## src/rtl/weight_loader_pkg.sv

```systemverilog
// Shared types and helpers for the double-buffered weight loader.
package weight_loader_pkg;

  localparam int DEF_ELEM_WIDTH = 8;
  localparam int DEF_MAX_R      = 5;
  localparam int DEF_MAX_S      = 5;
  localparam int DEF_ROW_W      = DEF_MAX_S * DEF_ELEM_WIDTH;

  typedef enum logic {
    IDLE = 1'b0,
    LOAD = 1'b1
  } state_t;

  typedef logic [DEF_ROW_W-1:0] row_t;

  // A filter dimension is usable when it is non-zero and fits in the bank.
  function automatic logic dim_in_range(input logic [3:0] dim, input int unsigned max_dim);
    return (dim != 4'd0) && (32'(dim) <= max_dim);
  endfunction

endpackage

```

## src/rtl/weight_pingpong_loader_fifo.sv

```systemverilog
// First-word-fall-through FIFO with a synchronous flush; RD_DATA shows the head word whenever EMPTY is low.
module fifo #(
  parameter int WIDTH = 32,
  parameter int DEPTH = 16
) (
  input  logic             CLK,
  input  logic             RESETN,
  input  logic             FLUSH,
  input  logic             WR_EN,
  input  logic [WIDTH-1:0] WR_DATA,
  input  logic             RD_EN,
  output logic [WIDTH-1:0] RD_DATA,
  output logic             FULL,
  output logic             EMPTY
);

  localparam int AW = $clog2(DEPTH);

  logic [AW:0]      wr_ptr;
  logic [AW:0]      rd_ptr;
  logic [WIDTH-1:0] mem [DEPTH];
  logic             do_wr;
  logic             do_rd;

  assign EMPTY   = (wr_ptr == rd_ptr);
  assign FULL    = (wr_ptr[AW] != rd_ptr[AW]) && (wr_ptr[AW-1:0] == rd_ptr[AW-1:0]);
  assign do_wr   = WR_EN & ~FULL & ~FLUSH;
  assign do_rd   = RD_EN & ~EMPTY & ~FLUSH;
  assign RD_DATA = mem[rd_ptr[AW-1:0]];

  // Pointers carry one wrap bit so full and empty can be told apart; flush wins over push/pop.
  always_ff @(posedge CLK or negedge RESETN) begin
    if (!RESETN) begin
      wr_ptr <= '0;
      rd_ptr <= '0;
    end else if (FLUSH) begin
      wr_ptr <= '0;
      rd_ptr <= '0;
    end else begin
      if (do_wr) wr_ptr <= wr_ptr + 1'b1;
      if (do_rd) rd_ptr <= rd_ptr + 1'b1;
    end
  end

  // Storage array; contents need no reset because EMPTY guards every read.
  always_ff @(posedge CLK) begin
    if (do_wr) mem[wr_ptr[AW-1:0]] <= WR_DATA;
  end

endmodule

```

## src/rtl/weight_pingpong_loader.sv

```systemverilog
// Double-buffered weight loader: fills the shadow bank from a FIFO while the MAC array reads the active bank.
module weight_pingpong_loader
  import weight_loader_pkg::*;
#(
  parameter int INPUT_WIDTH = 32,
  parameter int ELEM_WIDTH  = DEF_ELEM_WIDTH,
  parameter int MAX_R       = DEF_MAX_R,
  parameter int MAX_S       = DEF_MAX_S,
  parameter int FIFO_DEPTH  = 16
) (
  input  logic                           CLK,
  input  logic                           RESETN,
  input  logic                           CLEAR,
  input  logic                           FIFO_WR_CMD,
  input  logic [INPUT_WIDTH-1:0]         FIFO_WR_DATA,
  output logic                           FIFO_FULL,
  output logic                           FIFO_EMPTY,
  input  logic [3:0]                     PARAM_R,
  input  logic [3:0]                     PARAM_S,
  input  logic                           LOAD_START,
  input  logic                           SWAP,
  output logic                           LOAD_BUSY,
  output logic                           LOAD_ERR,
  output logic                           SHADOW_READY,
  output logic                           ACTIVE_VALID,
  output logic                           ACTIVE_BANK,
  output logic [3:0]                     ACTIVE_R,
  output logic [3:0]                     ACTIVE_S,
  output logic [MAX_R*MAX_S*ELEM_WIDTH-1:0] WS_RD_DATA
);

  localparam int ROW_W = MAX_S * ELEM_WIDTH;
  localparam int RW    = (MAX_R > 1) ? $clog2(MAX_R) : 1;
  localparam int CW    = (MAX_S > 1) ? $clog2(MAX_S) : 1;

  state_t                  state;
  state_t                  state_next;
  logic                    load_start_q;
  logic                    load_req;
  logic                    swap_take;
  logic                    load_accept;
  logic                    load_reject;
  logic                    pop;
  logic                    last_write;
  logic                    shadow_sel;
  logic                    shadow_ready_q;
  logic                    active_bank_q;
  logic                    active_valid_q;
  logic                    load_err_q;
  logic [3:0]              active_r_q;
  logic [3:0]              active_s_q;
  logic [3:0]              r_lat;
  logic [3:0]              s_lat;
  logic [RW-1:0]           row_cnt;
  logic [CW-1:0]           col_cnt;
  logic                    col_last;
  logic                    row_last;
  logic [INPUT_WIDTH-1:0]  fifo_rd_data;
  logic                    fifo_empty;
  logic [ROW_W-1:0]        bank [2][MAX_R];

  fifo #(
    .WIDTH (INPUT_WIDTH),
    .DEPTH (FIFO_DEPTH)
  ) u_fifo (
    .CLK     (CLK),
    .RESETN  (RESETN),
    .FLUSH   (CLEAR),
    .WR_EN   (FIFO_WR_CMD),
    .WR_DATA (FIFO_WR_DATA),
    .RD_EN   (pop),
    .RD_DATA (fifo_rd_data),
    .FULL    (FIFO_FULL),
    .EMPTY   (fifo_empty)
  );

  assign FIFO_EMPTY   = fifo_empty;
  assign LOAD_BUSY    = (state == LOAD);
  assign LOAD_ERR     = load_err_q;
  assign SHADOW_READY = shadow_ready_q;
  assign ACTIVE_VALID = active_valid_q;
  assign ACTIVE_BANK  = active_bank_q;
  assign ACTIVE_R     = active_r_q;
  assign ACTIVE_S     = active_s_q;
  assign col_last     = (4'(col_cnt) == s_lat - 4'd1);
  assign row_last     = (4'(row_cnt) == r_lat - 4'd1);

  // State register.
  always_ff @(posedge CLK or negedge RESETN) begin
    if (!RESETN) state <= IDLE;
    else         state <= state_next;
  end

  // Next state and per-cycle controls; a same-cycle swap is applied before judging a load request.
  always_comb begin
    state_next  = state;
    load_accept = 1'b0;
    load_reject = 1'b0;
    pop         = 1'b0;
    last_write  = 1'b0;
    load_req    = LOAD_START & ~load_start_q;
    swap_take   = SWAP & shadow_ready_q;
    shadow_sel  = swap_take ? active_bank_q : ~active_bank_q;
    case (state)
      IDLE: begin
        if (!CLEAR && load_req) begin
          if (!(shadow_ready_q && !swap_take) &&
              dim_in_range(PARAM_R, MAX_R) && dim_in_range(PARAM_S, MAX_S)) begin
            load_accept = 1'b1;
            state_next  = LOAD;
          end else begin
            load_reject = 1'b1;
          end
        end
      end
      LOAD: begin
        if (CLEAR) begin
          state_next = IDLE;
        end else begin
          load_reject = load_req;
          if (!fifo_empty) begin
            pop = 1'b1;
            if (row_last && col_last) begin
              last_write = 1'b1;
              state_next = IDLE;
            end
          end
        end
      end
      default: state_next = IDLE;
    endcase
  end

  // Edge detect, error pulse, swap bookkeeping, latched dimensions and the write cursor.
  always_ff @(posedge CLK or negedge RESETN) begin
    if (!RESETN) begin
      load_start_q   <= 1'b0;
      load_err_q     <= 1'b0;
      shadow_ready_q <= 1'b0;
      active_bank_q  <= 1'b0;
      active_valid_q <= 1'b0;
      active_r_q     <= '0;
      active_s_q     <= '0;
      r_lat          <= '0;
      s_lat          <= '0;
      row_cnt        <= '0;
      col_cnt        <= '0;
    end else begin
      load_start_q <= LOAD_START;
      load_err_q   <= load_reject;
      if (swap_take) begin
        active_bank_q  <= ~active_bank_q;
        active_r_q     <= r_lat;
        active_s_q     <= s_lat;
        active_valid_q <= 1'b1;
      end
      if (CLEAR || swap_take) shadow_ready_q <= 1'b0;
      else if (last_write)    shadow_ready_q <= 1'b1;
      if (load_accept) begin
        r_lat   <= PARAM_R;
        s_lat   <= PARAM_S;
        row_cnt <= '0;
        col_cnt <= '0;
      end else if (pop) begin
        if (col_last) begin
          col_cnt <= '0;
          row_cnt <= row_cnt + 1'b1;
        end else begin
          col_cnt <= col_cnt + 1'b1;
        end
      end
    end
  end

  // Bank storage: the shadow bank is cleared when a load starts, then filled one weight per pop.
  always_ff @(posedge CLK or negedge RESETN) begin
    if (!RESETN) begin
      for (int b = 0; b < 2; b++)
        for (int r = 0; r < MAX_R; r++)
          bank[b][r] <= '0;
    end else if (load_accept) begin
      for (int r = 0; r < MAX_R; r++)
        bank[shadow_sel][r] <= '0;
    end else if (pop) begin
      bank[~active_bank_q][row_cnt][int'(col_cnt)*ELEM_WIDTH +: ELEM_WIDTH] <= fifo_rd_data[ELEM_WIDTH-1:0];
    end
  end

  // Present the active bank as one flat word, row 0 in the least significant slot.
  always_comb begin
    WS_RD_DATA = '0;
    for (int r = 0; r < MAX_R; r++)
      WS_RD_DATA[r*ROW_W +: ROW_W] = bank[active_bank_q][r];
  end

endmodule

```

## config.mk

```make
export PLATFORM = sky130hd
export DESIGN_NAME = weight_pingpong_loader
export DESIGN_NICKNAME = d
export VERILOG_FILES = /design/src/rtl/weight_loader_pkg.sv /design/src/rtl/weight_pingpong_loader_fifo.sv /design/src/rtl/weight_pingpong_loader.sv
export SDC_FILE = /design/constraint.sdc
export NUM_CORES = 1
export LEC_CHECK = 0
export CAP_MARGIN = 0
export CELL_PAD_IN_SITES_DETAIL_PLACEMENT = 1
export CELL_PAD_IN_SITES_GLOBAL_PLACEMENT = 2
export CORE_UTILIZATION = 46
export DETAILED_ROUTE_END_ITERATION = 8
export PLACE_DENSITY = 0.91
export SETUP_SLACK_MARGIN = 0.15
export SLEW_MARGIN = 20
export SYNTH_ARGS = -nofsm -noshare
export SYNTH_HDL_FRONTEND = slang
export SYNTH_HIERARCHICAL = 1
export SYNTH_SLANG_ARGS = --single-unit
```

## constraint.sdc

```tcl
create_clock -name CLK -period 14.1 [get_ports CLK]
set_clock_uncertainty 0.15 [all_clocks]
set_input_delay 3.525 -clock CLK [delete_from_list [all_inputs] [get_ports CLK]]
set_output_delay 3.525 -clock CLK [all_outputs]
set_load 0.02 [all_outputs]
```

### After elaboration in Yosys (flattened, before gate mapping)

Memory sizes are Yosys's and may differ from the RTL's.
Cells that the tools add are included.

* ROM bits: 0
* output and inout bits: 215
* memories kept: 1
* bits in latches: 0
* RAM bits: 512
* input bits: 46
* register bits after elaboration: 438
* logic and storage cells: 150

Memories
* u_fifo.mem: depth 16, bits a word 32, read ports 1, clocked after Yosys merged registers in 0, wr ports 1, line weight_pingpong_loader_fifo.sv:21 `logic [WIDTH-1:0] mem [DEPTH];`

* multiplexer cells: 53
* magnitude comparators: 9
* add/sub/neg operators: 7
* reductions and logical operators: 23
* div/mod/pow operators: 0
* bitwise gates (word level): 26
* shift operators: 2
* equal/unequal tests: 5
* multiply operators: 0

Operators with widths (count)
* $and 400x400->400: 5
* $not 400->400: 5
* $demux 200 s1: 6
* $mux 200: 5
* $mux 400: 2
* $bwmux 400: 1
* $mux 160: 1
* $demux 40 s3: 1
* $mux 120: 1
* $mux 40: 2
* $mux 80: 1
* $shift 8x33->40 const A: 1
* $shiftx 8x33->40: 1
* $neg 6->33: 1
* $mux 1: 21
* $mux 5: 4
* $mux 3: 6
* $logic_and 1x1->1: 11
* $add 5x1->5 const B: 2
* $reduce_bool 2->1: 5
* $eq 3x4->1: 2
* $le 4x3->1 const B: 2
* $reduce_bool 4->1: 2
* $sub 4x1->4 const B: 2
* 16 further kinds: 35

### Depth between registers and ports, before layout

* word-level depth: 14
* mapped depth: 11

### Cells and area by module

Netlist, hierarchy kept.

By module, submodules not included
* fifo: area each 20469.6 um^2, seq. area each 15625.0 um^2, times used 1, cells an instance 1019
* weight_pingpong_loader: area each 20213.1 um^2, seq. area each 10710.3 um^2, times used 1, cells an instance 2113

### Worst setup path after synthesis

Ideal clock, no wire load.

* path type: input-to-reg
* start: input CLEAR
* end: memory u_fifo.mem[11][0] (enable)
* slack: 6.064 ns
* data required time: 13.437 ns
* buffers on the path: 2
* library setup time: 0.513 ns
* data arrival time: 7.373 ns
* cell stages on the path: 3
* cells stage by stage: clkbuf_1 clkbuf_1 nor4b_1

* word-level cells in the longest chain between the ends: 4

RTL lines
* start, declared: line weight_pingpong_loader.sv:13 `input logic CLEAR,`
* $not 1->1: line weight_pingpong_loader_fifo.sv:27 `assign do_wr = WR_EN & ~FULL & ~FLUSH;`
* $and 1x1->1: line weight_pingpong_loader_fifo.sv:27
* $mux 1: line weight_pingpong_loader_fifo.sv:47 `if (do_wr) mem[wr_ptr[AW-1:0]] <= WR_DATA;`
* $mux 1 (implied by the code): line weight_pingpong_loader_fifo.sv:47
* end, declared: line weight_pingpong_loader_fifo.sv:21

No other way between the ends.

### Worst setup path in the final report

* start: register active_bank_q, in the netlist ACTIVE_BANK
* end: output WS_RD_DATA[152]

* word-level cells in the longest chain between the ends: 4

RTL lines
* start, declared: line weight_pingpong_loader.sv:47 `logic active_bank_q;`
* start signal, assigned: line weight_pingpong_loader.sv:152 `active_bank_q <= ~active_bank_q;`
* $not 1->2 (implied by the code): line weight_pingpong_loader.sv:193 `WS_RD_DATA[r*ROW_W +: ROW_W] = bank[active_bank_q][r];`
* $mux 200 (3 in a row)
* end, declared: line weight_pingpong_loader.sv:29 `output logic [MAX_R*MAX_S*ELEM_WIDTH-1:0] WS_RD_DATA`

No other way between the ends. The select of a mux whose other input is x is not followed.

==> run metrics <==
Worst Path Max Fanout=between 70 and 80; endpoint arrival time on the critical path=~3.8 ns; vertical die dimension=241 um; Critical Path End Type=output pin; hold buffers post-CTS=0; net count reported at finish=2686; path type of the worst setup path=reg -> out; number of cells on the worst reg-to-reg path=7; count of input and output buffers=approximately 240; Netlist Area Pre-Place=26200 um^2; startpoint kind of the worst setup timing path=register; Worst Tran Pin Value=1.25 ns; final count of negative-setup-slack endpoints=0; routed vias=19600; Routed Wire Length=81.8 mm; total buffers and inverters traversed by the critical path=2; GRT Total Usage=between 20 and 30%; Worst Setup Slack, final=6.67 ns; cell chain of the critical path=buf_4 -> mux2_2 -> clkdlybuf4s50_1; Remaining DRCs=0; vias per std cell=around 5.7; setup_tns=0 ns; number of maximum-capacitance constraint violations=0; slew margin rel.=between 10% and 20%; grt ovf=0; vias in the first global route=21100; depth of the CTS H-tree=2; Gates resized, CTS repair=0; syn nets=2521; Critical Path Max Stage Delay=1.00 ns; clock root buffer master=sky130_fd_sc_hd__clkbuf_16; Synth warnings=6; Hold Crit Class=reg -> reg; power per cell area=116 nW/um^2; DIE AREA=57800 um^2; CTS Buf Count=between 60 and 70; maximum number of pins on one net before global-route repair=116; num ports=261; Starting DRT DRC Count=between 1000 and 1500; final-report hold violation count=0; critical path's slowest cell=sky130_fd_sc_hd__dfrtp_4; Max Clock Freq=roughly 130 MHz; status=complete, no violations; endpoint required time on the critical path=10.43 ns; Placement Cell Area=28800 um^2; ratio of cells with drive above 1 in the final layout=15.8%; initial antenna violation count=0; core area=56300 um^2; Bufs on Longest Clock Path=3; ant diodes=0; CTS sink cnt=566; startpoint of the worst hold path=ACTIVE_VALID; P_leak=12.6 nW; terminus of the critical flop-to-flop path=bank[105]; TritonCTS clock tree=done; final period demand of the worst path=7.43 ns; Setup Slack @ Placement=5.80 ns; Crit path max-delay family=buffers and inverters; total half-perimeter wirelength after legalization and detailed placement=50.8 mm; share of the clock period used by the worst path=52.7%; WL/cell=23.8 um; setup repair after global routing missed its margin=no; Mean Syn Cell Area=10.6 um^2; routability cong.=0.791; Die X=241 um; maximum VDD drop=0.116 mV; worst-skew pair later-pin latency=0.64 ns; Initial Utilization=46.5%; number of instances in the synthesized netlist=2464; Layout Area Growth over Synthesis=18.4%; Std-Cell Rows=between 80 and 90; endpoint of the worst hold-timing path=ACTIVE_VALID; Final Cell Area=31000 um^2; first-pass GRT wire length=126 mm; startpoint of the lowest-slack register-to-register path=LOAD_BUSY; clock transition at the registers of the reported paths=0.06 ns; Pins Over Slew Limit=0; number of detailed-route iterations in the first pass=7; setup fix buffers added after clock tree synthesis=0; instance count along the most critical hold path=1; r2r setup slk=just under 10 ns; Final ANT Viol Nets=0
power breakdown:
group	internal [mW]	total, mW	switching (mW)	leakage, nW
logic	0.0567	0.226	0.169	4.33
clock network	0.981	1.66	0.674	1.04
registers	1.69	1.71	0.0171	7.25
total	2.73	3.59	0.860	12.6
metrics by stage:
stage                     utilization (%)  hold slack, ns  power, mW  cells
after CTS                            54.9           0.328       3.61   3433
after global placement               51.2           0.309       1.95   3319
after detailed placement             51.2           0.314       1.96   3319
after global routing                 55.1           0.337       3.69   3436
final                                55.1           0.320       3.59   3436
after floorplan                         -           0.334       1.85   2464
metal layers:
metal | track usage [%] | routed length (um) | up-vias
li1 | - | - | 8815
met5 | 0 | 0 | -
met3 | 3.30 | 3150 | 163
met4 | 11.3 | 2920 | 0
met1 | 38.1 | 35300 | 10100
met2 | 47.7 | 40400 | 503
worst max-delay path by stage:
stage,start,to,slack [ns],depth (start not counted)
floorplan,CLEAR,u_fifo/mem[11][0],8.62,3
global placement,CLEAR,bank[75],5.94,8
detailed placement,CLEAR,bank[105],5.80,8
CTS,CLEAR,bank[105],6.47,8
global route,ACTIVE_BANK,WS_RD_DATA[152],6.59,3
finish,ACTIVE_BANK,WS_RD_DATA[152],6.67,3
flip-flops by register name, indices dropped and copies added, names as in the netlist:
| name | cells |
|---|---|
| ACTIVE_VALID | 1 |
| LOAD_BUSY | 1 |
| col_cnt | 3 |
| r_lat | 4 |
| SHADOW_READY | 1 |
| ACTIVE_BANK | 1 |
| ACTIVE_R | 4 |
| u_fifo/rd_ptr | 5 |
| s_lat | 4 |
| ACTIVE_S | 4 |
| load_start_q | 1 |
| row_cnt | 3 |
| LOAD_ERR | 1 |
| bank | 400 |
| u_fifo/wr_ptr | 5 |
| u_fifo/mem | 128 |
layout make-up:
type / count / area, um^2
clock buffers: 85 / 1770
clock inverters: 29 / 314
fillers: 6018 / 25300
inverters: 15 / 56.3
multi-input cells: 1708 / 10400
flip-flops and latches: 566 / 14800
well taps: 756 / 946
repair buffers: 277 / 2720
worst reg2reg max path, delay by kind of cell, from the launching register on:
kind,cells,cell delay [ns]
flip-flops,1,0.48
AND/OR/NAND/NOR,3,1.35
AO/OA/AOI/OAI,1,0.27
buffers and inverters,3,1.84
layout by cell type, fill, tap and decap left out, drive strengths merged, types with 6 or more instances in the layout:
| cell | count |
|---|---|
| nand2 | 755 |
| dfrtp | 438 |
| o21ai | 309 |
| clkdlybuf4s50 | 235 |
| mux2 | 211 |
| edfxtp | 128 |
| nor2 | 97 |
| clkbuf | 85 |
| o2bb2ai | 73 |
| mux2i | 60 |
| buf | 42 |
| nand3 | 29 |
| a21oi | 21 |
| clkinv | 19 |
| inv | 18 |
| a221oi | 16 |
| mux4 | 16 |
| nor4b | 13 |
| ha | 11 |
| xnor2 | 10 |
| a22oi | 8 |
| nor2b | 7 |
| nor4 | 7 |
| bufinv | 6 |
No activity file was read; power rests on OpenSTA's default activity.
